## src/rtl/uart_cmd_hub_if.sv

```systemverilog
// Byte-stream bundle between the UART instances and uart_cmd_hub.
// master is the UART side (rx bytes, tx_ready); slave is the hub.
interface uart_cmd_hub_if #(
   parameter int UARTS = 2
);
   logic [UARTS-1:0]   rx_valid;
   logic [8*UARTS-1:0] rx_data;
   logic [UARTS-1:0]   tx_ready;
   logic [UARTS-1:0]   tx_send;
   logic [8*UARTS-1:0] tx_data;

   modport master (
      output rx_valid, rx_data, tx_ready,
      input  tx_send, tx_data
   );

   modport slave (
      input  rx_valid, rx_data, tx_ready,
      output tx_send, tx_data
   );
endinterface

```

## src/rtl/uart_cmd_hub.sv

```systemverilog
// Multi-channel UART echo hub with FIFO buffering, LED command decode and heartbeat.
// Optional status reply on '?' enabled by UART_CMD_HUB_STATUS_EN.
module uart_cmd_hub #(
   parameter int UARTS      = 2,
   parameter int LEDS       = 4,
   parameter int FIFO_DEPTH = 4,
   parameter int CMD_CHAN   = 0,
   parameter int HB_BITS    = 24
) (
   input  logic             clk,
   input  logic             rst_n,
   uart_cmd_hub_if.slave    bus,
   output logic [LEDS-1:0]  led,
   output logic             heartbeat,
   output logic [UARTS-1:0] overflow
);
   localparam int AW = (FIFO_DEPTH > 1) ? $clog2(FIFO_DEPTH) : 1;
   localparam int CW = AW + 1;

   logic [HB_BITS-1:0] hb_cnt;

   always_ff @(posedge clk or negedge rst_n) begin
      if (!rst_n) hb_cnt <= '0;
      else        hb_cnt <= hb_cnt + HB_BITS'(1);
   end

   assign heartbeat = hb_cnt[HB_BITS-1];

   logic [7:0]      cmd_byte;
   logic            cmd_vld;
   logic [LEDS-1:0] led_nxt;

   assign cmd_byte = bus.rx_data[8*CMD_CHAN +: 8];
   assign cmd_vld  = bus.rx_valid[CMD_CHAN];

   always_comb begin
      led_nxt = led;
      if (cmd_vld) begin
         unique case (1'b1)
            (cmd_byte == 8'h30): led_nxt = '0;
            (cmd_byte == 8'h2A): led_nxt = '1;
            default: begin
               for (int k = 0; k < LEDS; k++)
                  if (cmd_byte == 8'(49 + k))
                     led_nxt[k] = ~led[k];
            end
         endcase
      end
   end

   always_ff @(posedge clk or negedge rst_n) begin
      if (!rst_n) led <= '0;
      else        led <= led_nxt;
   end

`ifdef UART_CMD_HUB_STATUS_EN
   logic [3:0] st_led;
   logic [7:0] status_byte;

   for (genvar j = 0; j < 4; j++) begin : g_st
      if (j < LEDS) begin : g_on
         assign st_led[j] = led[j];
      end else begin : g_off
         assign st_led[j] = 1'b0;
      end
   end

   // led here is the pre-update value, so '?' reports the state before this cycle
   assign status_byte = {4'h4, st_led};
`endif

   for (genvar i = 0; i < UARTS; i++) begin : g_ch
      logic [7:0]    mem [FIFO_DEPTH];
      logic [AW-1:0] wr_ptr;
      logic [AW-1:0] rd_ptr;
      logic [CW-1:0] cnt;
      logic [7:0]    in_byte;
      logic [7:0]    txd_q;
      logic          send_q;
      logic          ovf_q;
      logic          push;
      logic          pop;
      logic          full;
      logic          accept;

      always_comb begin
         in_byte = bus.rx_data[8*i +: 8];
`ifdef UART_CMD_HUB_STATUS_EN
         if (i == CMD_CHAN && in_byte == 8'h3F)
            in_byte = status_byte;
`endif
      end

      assign push   = bus.rx_valid[i];
      assign full   = (cnt == CW'(FIFO_DEPTH));
      // send_q gate forces an idle cycle between pulses
      assign pop    = (cnt != '0) && bus.tx_ready[i] && !send_q;
      assign accept = push && (!full || pop);

      always_ff @(posedge clk) begin
         if (accept) mem[wr_ptr] <= in_byte;
      end

      always_ff @(posedge clk or negedge rst_n) begin
         if (!rst_n) begin
            wr_ptr <= '0;
            rd_ptr <= '0;
            cnt    <= '0;
            txd_q  <= '0;
            send_q <= 1'b0;
            ovf_q  <= 1'b0;
         end else begin
            send_q <= pop;
            if (pop) begin
               txd_q  <= mem[rd_ptr];
               rd_ptr <= rd_ptr + AW'(1);
            end
            if (accept)
               wr_ptr <= wr_ptr + AW'(1);
            if (push && !accept)
               ovf_q <= 1'b1;
            cnt <= cnt + CW'(accept) - CW'(pop);
         end
      end

      assign bus.tx_send[i]        = send_q;
      assign bus.tx_data[8*i +: 8] = txd_q;
      assign overflow[i]           = ovf_q;
   end
endmodule

```

## src/flat_wrapper.sv

```systemverilog
// flat-port wrapper written by rule: the top's interface ports become plain ports
module uart_cmd_hub_flat 
#(
   parameter int UARTS      = 2,
   parameter int LEDS       = 4,
   parameter int FIFO_DEPTH = 4,
   parameter int CMD_CHAN   = 0,
   parameter int HB_BITS    = 24
)
  (clk, rst_n, led, heartbeat, overflow, bus_rx_valid, bus_rx_data, bus_tx_ready, bus_tx_send, bus_tx_data);
  uart_cmd_hub_if #(.UARTS(UARTS)) bus_i ();
  input  logic clk;
  input  logic rst_n;
  output logic [LEDS-1:0] led;
  output logic heartbeat;
  output logic [UARTS-1:0] overflow;
  input wire logic [$bits(bus_i.rx_valid)-1:0] bus_rx_valid;
  input wire logic [$bits(bus_i.rx_data)-1:0] bus_rx_data;
  input wire logic [$bits(bus_i.tx_ready)-1:0] bus_tx_ready;
  output wire logic [$bits(bus_i.tx_send)-1:0] bus_tx_send;
  output wire logic [$bits(bus_i.tx_data)-1:0] bus_tx_data;
  assign bus_i.rx_valid = bus_rx_valid;
  assign bus_i.rx_data = bus_rx_data;
  assign bus_i.tx_ready = bus_tx_ready;
  assign bus_tx_send = bus_i.tx_send;
  assign bus_tx_data = bus_i.tx_data;
  uart_cmd_hub #(.UARTS(UARTS), .LEDS(LEDS), .FIFO_DEPTH(FIFO_DEPTH), .CMD_CHAN(CMD_CHAN), .HB_BITS(HB_BITS)) u_core (.clk(clk), .rst_n(rst_n), .bus(bus_i), .led(led), .heartbeat(heartbeat), .overflow(overflow));
endmodule
```

## config.mk

```make
export PLATFORM = sky130hd
export DESIGN_NAME = uart_cmd_hub_flat
export DESIGN_NICKNAME = d
export VERILOG_FILES = /design/src/rtl/uart_cmd_hub_if.sv /design/src/rtl/uart_cmd_hub.sv /design/src/flat_wrapper.sv
export SDC_FILE = /design/constraint.sdc
export NUM_CORES = 1
export LEC_CHECK = 0
export ABC_AREA = 1
export ABC_CLOCK_PERIOD_IN_PS = 3600
export BUFFER_PORTS_ARGS = -buffer_cell sky130_fd_sc_hd__buf_2
export CORE_AREA = 2 2 100 102
export DETAILED_ROUTE_END_ITERATION = 10
export DIE_AREA = 0 0 102 104
export GPL_TIMING_DRIVEN = 0
export PLACE_DENSITY = 0.76
export SLEW_MARGIN = 20
export SYNTH_ARGS = -nofsm -noshare
export SYNTH_HDL_FRONTEND = slang
export SYNTH_SLANG_ARGS = --single-unit
export TNS_END_PERCENT = 5
```

## constraint.sdc

```tcl
create_clock -name clk -period 3.6 [get_ports clk]
set_input_delay 0.72 -clock clk [delete_from_list [all_inputs] [get_ports clk]]
set_output_delay 0.72 -clock clk [all_outputs]
set_load 0.02 [all_outputs]
```

==> metrics.txt, run 1 <==
# TYPE chip_impl_metric gauge
chip_impl_metric{name="clkTransAtPathRegs",unit="ps"} 60
chip_impl_metric{name="finish.cell_count_without_fillers",unit=""} 756
chip_impl_info{name="grt_setup_unrepaired",value="false"} 1
chip_impl_metric{name="area_inside_the_core_boundary",unit="um^2"} 9550
chip_impl_metric{name="numPlacedInstances",unit=""} 724
chip_impl_metric{name="drt_iter0_markers",unit=""} 192
chip_impl_metric{name="numCtsBuffers",unit=""} 17
chip_impl_metric{name="cp_slowest_stage_delay",unit="ps"} 480
chip_impl_metric{name="via_per_inst",unit=""} 5.12
chip_impl_info{name="critical_path.most_common_cell",value="sky130_fd_sc_hd__inv_1"} 1
chip_impl_metric{name="final-hold-violation-count",unit=""} 0
chip_impl_metric{name="tightest_slew",unit="ps"} 877
chip_impl_metric{name="setup_viol_count_final",unit=""} 0
chip_impl_metric{name="post_cts_resize_count",unit=""} 0
chip_impl_metric{name="worst_slew_margin_rel",unit="%"} 41.3
chip_impl_info{name="clock_tree.root_cell",value="sky130_fd_sc_hd__clkbuf_8"} 1
chip_impl_metric{name="final_min_period_over_clock_period",unit="%"} 62.8
chip_impl_metric{name="finalWeightedCongestion",unit=""} 0.852
chip_impl_metric{name="powerDensity",unit="nW/um^2"} 757
chip_impl_metric{name="timing.final.crit_period",unit="ps"} 2260
chip_impl_metric{name="post_synth_simple_gate_area",unit="%"} 19.9
chip_impl_metric{name="finish.utilization",unit="%"} 67.8
chip_impl_metric{name="dp_hpwl",unit="um"} 6940
chip_impl_metric{name="slack_of_the_worst_reg_to_reg_path",unit="ps"} 1340
chip_impl_metric{name="placementRows",unit=""} 36
chip_impl_info{name="worst_setup_path_startpoint",value="u_core.g_ch[0].cnt[1]"} 1
chip_impl_metric{name="synth_compound_area_share",unit="%"} 5.12
chip_impl_metric{name="post_route_cells_drive_above_1_share",unit="%"} 17.2
chip_impl_metric{name="ys_seq_area_share",unit="%"} 62.4
chip_impl_metric{name="worstPathArrival",unit="ps"} 2680
chip_impl_metric{name="die_y",unit="um"} 104
chip_impl_metric{name="yosys-mux-area-fraction",unit="%"} 0
chip_impl_metric{name="portBuffers",unit=""} 46
chip_impl_metric{name="ir_drop",unit="uV"} 451
chip_impl_metric{name="grt_start_max_net_pins",unit=""} 63
chip_impl_metric{name="synth_fa_ha_area_share",unit="%"} 3.64
chip_impl_metric{name="post_cts.repair.setup_buffers",unit=""} 0
chip_impl_info{name="timing.setup.critical_path_class",value="reg2reg"} 1
chip_impl_metric{name="globalRouteOverflowTotal",unit=""} 0
chip_impl_metric{name="cts.htree.levels",unit=""} 4
chip_impl_metric{name="first_global_vias",unit=""} 3835
chip_impl_metric{name="drcViolationCount",unit=""} 0
chip_impl_metric{name="die_area",unit="um^2"} 10600
chip_impl_info{name="worstReg2RegStart",value="u_core.g_ch[0].cnt[1]"} 1
chip_impl_info{name="crit_path_top_delay_cell",value="sky130_fd_sc_hd__fa_1"} 1
chip_impl_metric{name="timing.critical_path.fanout_max",unit=""} 11
chip_impl_metric{name="syn_inst",unit=""} 545
chip_impl_metric{name="postSynthAreaPerCell",unit="um^2"} 10.2
chip_impl_metric{name="drtAntennaViolNets",unit=""} 0
chip_impl_metric{name="n_antenna_cell",unit=""} 0
chip_impl_metric{name="vias_after_detailed_routing",unit=""} 3868
chip_impl_metric{name="synth.ff_latch_count",unit=""} 126
chip_impl_metric{name="initial_utilization",unit="%"} 58.3
chip_impl_metric{name="postRouteWirelength",unit="um"} 10300
chip_impl_metric{name="fp.dieW",unit="um"} 102
chip_impl_metric{name="io-pin-count",unit=""} 47
chip_impl_metric{name="antenna_found_initial",unit=""} 0
chip_impl_info{name="worstReg2RegEnd",value="u_core.g_ch[0].cnt[1]"} 1
chip_impl_metric{name="worst_r2r_path_depth",unit=""} 11
chip_impl_metric{name="number_of_max_cap_violations",unit=""} 0
chip_impl_metric{name="clkLatencyLatePin",unit="ps"} 520
chip_impl_metric{name="synth_warn",unit=""} 0
chip_impl_metric{name="clock-sinks",unit=""} 126
chip_impl_info{name="start_kind",value="register"} 1
chip_impl_metric{name="maxClockFrequency",unit="MHz"} 442
chip_impl_metric{name="worst_hold_slack",unit="ps"} 280
chip_impl_metric{name="cts_max_path_buffers",unit=""} 2
chip_impl_metric{name="syn-cell-area",unit="um^2"} 5570
chip_impl_info{name="outcome",value="finished clean"} 1
chip_impl_info{name="critPathCaptureType",value="register"} 1
chip_impl_metric{name="report.final.slew_viol_count",unit=""} 0
chip_impl_metric{name="syn_to_final_growth",unit="%"} 16.2
chip_impl_info{name="timing.hold.worst.class",value="in2async"} 1
chip_impl_info{name="synth_top_family_by_area",value="simple AND/OR/NAND/NOR gates"} 1
chip_impl_metric{name="drt_wl_cell",unit="um"} 13.6
chip_impl_info{name="cp_cell_sequence",value="nor2_1 -> nand2_1 -> nand3b_1 -> buf_4 -> inv_2 -> ha_1 -> inv_1 -> ha_1 -> inv_1 -> fa_1 -> inv_1"} 1
chip_impl_metric{name="hold_buf_count_cts",unit=""} 0
chip_impl_metric{name="grt_first_pass_wirelength",unit="um"} 17200
chip_impl_metric{name="synthXorXnorAreaFrac",unit="%"} 3.28
chip_impl_metric{name="total_leakage_power",unit="nW"} 2.91
chip_impl_metric{name="design.final.nets",unit=""} 647
chip_impl_metric{name="filler_cell_count",unit=""} 737
chip_impl_metric{name="critical_path_required",unit="ps"} 4010
chip_impl_metric{name="fin_setup_tns",unit="ps"} 0
chip_impl_metric{name="drt_pass1_iterations",unit=""} 5
chip_impl_info{name="cts_tree",value="built"} 1
chip_impl_metric{name="globalRouteTotalUtil",unit="%"} 21.3
chip_impl_metric{name="post_synth_num_cell_types",unit=""} 29
chip_impl_metric{name="timing.clock.skew",unit="ps"} 8.08
chip_impl_metric{name="net_count_of_the_mapped_netlist",unit=""} 582
==> placed cells by master (no fill, tap or decap), drive strengths merged, types with 3 or more instances in the layout <==
| cell type | netlist | routed |
|---|---|---|
| ha | 13 | 13 |
| buf | 12 | 58 |
| edfxtp | 64 | 64 |
| nand4 | 3 | 3 |
| nor2 | 89 | 89 |
| nand3 | 22 | 22 |
| o21ai | 32 | 32 |
| o22ai | 16 | 16 |
| xnor2 | 10 | 10 |
| clkinv | 0 | 5 |
| nand2 | 143 | 143 |
| nand3b | 5 | 5 |
| inv | 54 | 54 |
| clkbuf | 3 | 28 |
| xor2 | 10 | 10 |
| dfrtp | 62 | 62 |
==> cell usage after synthesis (all sizes together) <==
| cell type | number | share of area (%) |
|---|---|---|
| clkbuf | 3 | 0.20 |
| o22ai | 16 | 1.8 |
| a21oi | 2 | 0.18 |
| buf | 12 | 1.9 |
| fa | 2 | 0.72 |
| nor2 | 89 | 6.6 |
| ha | 13 | 2.9 |
| xnor2 | 10 | 1.7 |
| nand3 | 22 | 2.2 |
| o21bai | 2 | 0.27 |
| edfxtp | 64 | 35 |
| dfrtp | 62 | 28 |
| xor2 | 10 | 1.6 |
| nand2 | 143 | 10 |
| o21ai | 32 | 2.9 |
| nor3 | 1 | 0.090 |
| nand3b | 5 | 0.74 |
| nand4 | 3 | 0.34 |
| inv | 54 | 3.6 |
==> where the power goes <==
group	switching, mW	total, mW	internal, mW
clock	0.566	1.44	0.874
combinational	0.915	1.43	0.510
sequential	0.154	2.03	1.88
==> critical path, delay by kind of cell, from the launching register on <==
family | cells | cell delay, ps
adders and majority gates | 3 | 930
buffers and inverters | 5 | 500
DFF | 1 | 410
and+or+nand+nor | 3 | 320
==> worst max-delay path by stage <==
| stage | endpoint | slack [ps] |
|---|---|---|
| 2_1_floorplan | u_core.g_ch[1].cnt[2] | 1360 |
| 3_3_place_gp | u_core.g_ch[1].cnt[2] | 1150 |
| 3_5_place_dp | u_core.g_ch[1].cnt[2] | 1100 |
| 4_1_cts | u_core.g_ch[1].cnt[2] | 1350 |
| 5_1_grt | u_core.g_ch[0].cnt[2] | 1160 |
| 6_report | u_core.g_ch[0].cnt[1] | 1340 |
==> through the flow <==
step / worst slack, ps / total power, mW / cell area [um^2]
CTS: 1350 / 4.94 / 6470
detailed placement: 1100 / 3.49 / 5970
global route: 1160 / 5.23 / 6470
global placement: 1150 / 3.42 / 5970
finish: 1340 / 4.90 / 6470
floorplan: 1360 / 3.05 / 5570
==> cells by family after synthesis <==
family | after synthesis
XOR/XNOR | 20
AND/OR/NAND/NOR | 263
adder cells (fa/ha/maj) | 15
flip-flops | 126
AO/OA/AOI/OAI | 52
buffers and inverters | 69
==> per-layer routing <==
metal | vias to the layer above | part of all wire [%] | track usage (%)
met5 | - | 0 | 0
li1 | 1906 | - | -
met3 | 25 | 4.9 | 6.45
met2 | 113 | 49 | 34.2
met1 | 1824 | 44 | 25.9
met4 | 0 | 2.8 | 10.6
==> cell type report <==
class                           instances  area, um^2  area share, %
Sequential cell                       126        3470           53.7
Multi-Input combinational cell        350        1780           27.5
Clock buffer                           25         464           7.17
Timing Repair Buffer                   46         233           3.59
Inverter                               54         203           3.13
Tap cell                              133         166           2.57
Buffer                                 15         115           1.78
Clock inverter                          7        40.0          0.618
==> sequential cells by signal, summed over array words and instances, names as in the netlist <==
| signal | count |
|---|---|
| u_core.g_ch.txd_q | 16 |
| u_core.led | 4 |
| u_core.g_ch.wr_ptr | 4 |
| u_core.g_ch.rd_ptr | 4 |
| u_core.g_ch.ovf_q | 2 |
| u_core.g_ch.mem | 64 |
| u_core.g_ch.cnt | 6 |
| u_core.hb_cnt | 24 |
| u_core.g_ch.send_q | 2 |
Note: power is estimated with default switching activity, not from simulation.
==> run 2: changes to the inputs <==
--- a/config.mk
+++ b/config.mk
@@ -6,13 +6,13 @@
 export NUM_CORES = 1
 export LEC_CHECK = 0
 export ABC_AREA = 1
-export ABC_CLOCK_PERIOD_IN_PS = 3600
+export ABC_CLOCK_PERIOD_IN_PS = 1900
 export BUFFER_PORTS_ARGS = -buffer_cell sky130_fd_sc_hd__buf_2
-export CORE_AREA = 2 2 100 102
+export CORE_AREA = 2 2 105 107
 export DETAILED_ROUTE_END_ITERATION = 10
-export DIE_AREA = 0 0 102 104
+export DIE_AREA = 0 0 107 109
 export GPL_TIMING_DRIVEN = 0
-export PLACE_DENSITY = 0.76
+export PLACE_DENSITY = 0.73
 export SLEW_MARGIN = 20
 export SYNTH_ARGS = -nofsm -noshare
 export SYNTH_HDL_FRONTEND = slang
==> constraint.sdc (replaced) <==
create_clock -name clk -period 1.9 [get_ports clk]
set_input_delay 0.38 -clock clk [delete_from_list [all_inputs] [get_ports clk]]
set_output_delay 0.38 -clock clk [all_outputs]
set_load 0.02 [all_outputs]
==> metrics.txt, run 2 (synthesis gave the netlist of run 1 again) <==
# TYPE chip_impl_metric gauge
chip_impl_metric{name="drt_iter0_markers",unit=""} 213
chip_impl_info{name="cts_tree",value="built"} 1
chip_impl_metric{name="io-pin-count",unit=""} 47
chip_impl_info{name="mostFrequentLayoutCell",value="sky130_fd_sc_hd__nand2_1"} 1
chip_impl_metric{name="setup_viol_count_final",unit=""} 2
chip_impl_metric{name="globalRouteTotalUtil",unit="%"} 19.7
chip_impl_metric{name="clkTransAtPathRegs",unit="ps"} 60
chip_impl_metric{name="via_per_inst",unit=""} 4.99
chip_impl_info{name="layout_top_registers",value="u_core.g_ch.mem: 64 flops, u_core.hb_cnt: 24 flops, u_core.g_ch.txd_q: 16 flops"} 1
chip_impl_metric{name="numPlacedInstances",unit=""} 731
chip_impl_info{name="timing.setup.critical_path_class",value="reg2reg"} 1
chip_impl_metric{name="cp_slowest_stage_delay",unit="ps"} 390
chip_impl_info{name="violations_in_the_final_reports",value="negative setup slack"} 1
chip_impl_metric{name="clkLatencyLatePin",unit="ps"} 530
chip_impl_metric{name="critical_path_required",unit="ps"} 2310
chip_impl_metric{name="timing.clock.skew",unit="ps"} 4.60
chip_impl_info{name="clock_tree.root_cell",value="sky130_fd_sc_hd__clkbuf_8"} 1
chip_impl_metric{name="clock-sinks",unit=""} 126
chip_impl_metric{name="drtAntennaViolNets",unit=""} 0
chip_impl_metric{name="fin_setup_tns",unit="ps"} -191
chip_impl_metric{name="largest_reg_flops",unit=""} 64
chip_impl_metric{name="globalRouteMet3Util",unit="%"} 4.60
chip_impl_metric{name="final-hold-violation-count",unit=""} 0
chip_impl_metric{name="timing.final.crit_period",unit="ps"} 2030
chip_impl_metric{name="grtUsageMet2",unit="%"} 34.5
chip_impl_metric{name="finish.cell_count_without_fillers",unit=""} 773
chip_impl_metric{name="initial_utilization",unit="%"} 52.5
chip_impl_metric{name="report.final.slew_viol_count",unit=""} 0
chip_impl_metric{name="post_route_cells_drive_above_1_share",unit="%"} 22.4
chip_impl_metric{name="globalRouteOverflowTotal",unit=""} 0
chip_impl_metric{name="worst_slew_margin_rel",unit="%"} 48.1
chip_impl_metric{name="powerDensity",unit="nW/um^2"} 1490
chip_impl_info{name="critical_path.most_common_cell",value="sky130_fd_sc_hd__ha_4"} 1
chip_impl_metric{name="area_inside_the_core_boundary",unit="um^2"} 10600
chip_impl_metric{name="n_antenna_cell",unit=""} 0
chip_impl_metric{name="critical_path.n_buffers_inverters",unit=""} 3
chip_impl_metric{name="final_design_area_no_fill",unit="um^2"} 6790
chip_impl_metric{name="dp_hpwl",unit="um"} 6830
chip_impl_metric{name="tightest_slew",unit="ps"} 779
chip_impl_info{name="start_kind",value="register"} 1
chip_impl_metric{name="hold-path-cell-count",unit=""} 1
chip_impl_info{name="leading_cell_types_in_the_layout_fill_and_taps_excluded",value="sky130_fd_sc_hd__nand2_1, sky130_fd_sc_hd__nor2_1, sky130_fd_sc_hd__edfxtp_1"} 1
chip_impl_metric{name="die_y",unit="um"} 109
chip_impl_info{name="crit_path_top_delay_cell",value="sky130_fd_sc_hd__dfrtp_1"} 1
chip_impl_info{name="timing.hold.worst.class",value="in2reg"} 1
chip_impl_metric{name="vias_after_detailed_routing",unit=""} 3860
chip_impl_metric{name="final_min_period_over_clock_period",unit="%"} 107
chip_impl_info{name="grt_setup_unrepaired",value="true"} 1
chip_impl_metric{name="antenna_found_initial",unit=""} 0
chip_impl_metric{name="drcViolationCount",unit=""} 0
chip_impl_metric{name="total_leakage_power",unit="nW"} 3.00
chip_impl_metric{name="area_post_placement",unit="um^2"} 5980
chip_impl_metric{name="portBuffers",unit=""} 46
chip_impl_metric{name="maxClockFrequency",unit="MHz"} 492
chip_impl_metric{name="numCtsBuffers",unit=""} 17
chip_impl_metric{name="placementRows",unit=""} 38
chip_impl_metric{name="number_of_max_cap_violations",unit=""} 0
chip_impl_info{name="busiest_layer",value="met2"} 1
chip_impl_metric{name="fp.dieW",unit="um"} 107
chip_impl_metric{name="postRouteWirelength",unit="um"} 10500
chip_impl_metric{name="post-route-worst-setup-slack",unit="ps"} -134
chip_impl_info{name="register_with_the_most_flip_flops",value="u_core.g_ch.mem"} 1
chip_impl_metric{name="gr-usage-met1",unit="%"} 22.1
chip_impl_metric{name="cts_max_path_buffers",unit=""} 2
chip_impl_metric{name="die_area",unit="um^2"} 11700
chip_impl_metric{name="finalWeightedCongestion",unit=""} 0.806
chip_impl_metric{name="cts.htree.levels",unit=""} 4
chip_impl_metric{name="grt_first_pass_wirelength",unit="um"} 17100
chip_impl_metric{name="drt_pass1_iterations",unit=""} 5
chip_impl_info{name="cp_cell_sequence",value="nor2_2 -> nand2_2 -> nand3b_4 -> buf_6 -> inv_8 -> ha_4 -> inv_2 -> ha_4 -> fa_2 -> xnor2_2 -> xor2_1"} 1
chip_impl_metric{name="drt_wl_cell",unit="um"} 13.5
chip_impl_metric{name="cp_num_cells",unit=""} 11
chip_impl_metric{name="ir_drop",unit="uV"} 752
chip_impl_metric{name="syn_to_final_growth",unit="%"} 21.8
chip_impl_info{name="crit_family",value="adder cells"} 1
chip_impl_metric{name="timing.critical_path.fanout_max",unit=""} 2
chip_impl_metric{name="worstPathArrival",unit="ps"} 2450
chip_impl_info{name="critPathCaptureType",value="register"} 1
chip_impl_metric{name="design.final.nets",unit=""} 657
chip_impl_info{name="outcome",value="finished, violations left"} 1
chip_impl_metric{name="worst_r2r_path_depth",unit=""} 11
chip_impl_metric{name="grt_start_max_net_pins",unit=""} 63
chip_impl_metric{name="first_global_vias",unit=""} 3816
chip_impl_metric{name="power",unit="mW"} 10.1
[run 2: metrics by stage]
stage / utilization [%] / worst slack, ps / hold WS, ps
after global placement: 56.4 / -236 / 452
after detailed placement: 56.4 / -308 / 460
after floorplan: - / -114 / 84.4
after CTS: 63.4 / -161 / 36.0
after global routing: 64.0 / -225 / 57.1
final: 64.0 / -134 / 58.2
[run 2: final timing paths]
path,end,startpoint,slack [ps]
setup / recovery,u_core.g_ch[1].cnt[2],u_core.g_ch[1].cnt[0],-130
hold / removal,u_core.g_ch[1].mem[0][0],bus_rx_data[8],60
setup reg to reg,u_core.g_ch[1].cnt[2],u_core.g_ch[1].cnt[0],-130
hold reg to reg,u_core.hb_cnt[0],u_core.hb_cnt[0],460
max in group asynchronous,u_core.hb_cnt[1],rst_n,910
min in group asynchronous,u_core.g_ch[1].rd_ptr[1],rst_n,470
[run 2: what timing repair did]
| item | 4_1_cts | 5_1_grt |
|---|---|---|
| pin swaps | 10 | 5 |
| gates resized for setup | 25 | 10 |
| hold buffers | 1 | 0 |
| hold endpoints to repair | 62 | 0 |
| cloned | 0 | 0 |
| buffers inserted | 6 | 3 |
| endpoints found under the setup margin | 68 | 44 |
[run 2: layout make-up]
type                    instances  area (um^2)
multi-input cells             350         1900
fillers                       841         3820
clock buffers                  18          418
flip-flops and latches        126         3470
well taps                     140          175
repair buffers                 56          310
inverters                      54          218
clock inverters                14          169
plain buffers                  15          119
[run 2: per-layer routing]
metal  routed length (um)  up-vias
li1                     -     1919
met1                 4260     1844
met2                 5560       81
met3                  452       16
met4                  195        0
met5                    0        -
[run 2: worst register-to-register path: cells and delay by family, from the launching register on]
family | cells | cell delay, ps
flops | 1 | 390
buf+inv | 3 | 190
fa+ha+maj | 3 | 750
xor+xnor | 2 | 290
simple gates | 3 | 310
[run 2: power by group]
group | switching (mW) | internal [mW] | total, mW
registers | 0.290 | 3.56 | 3.85
clock network | 1.16 | 1.99 | 3.15
logic | 1.92 | 1.19 | 3.11
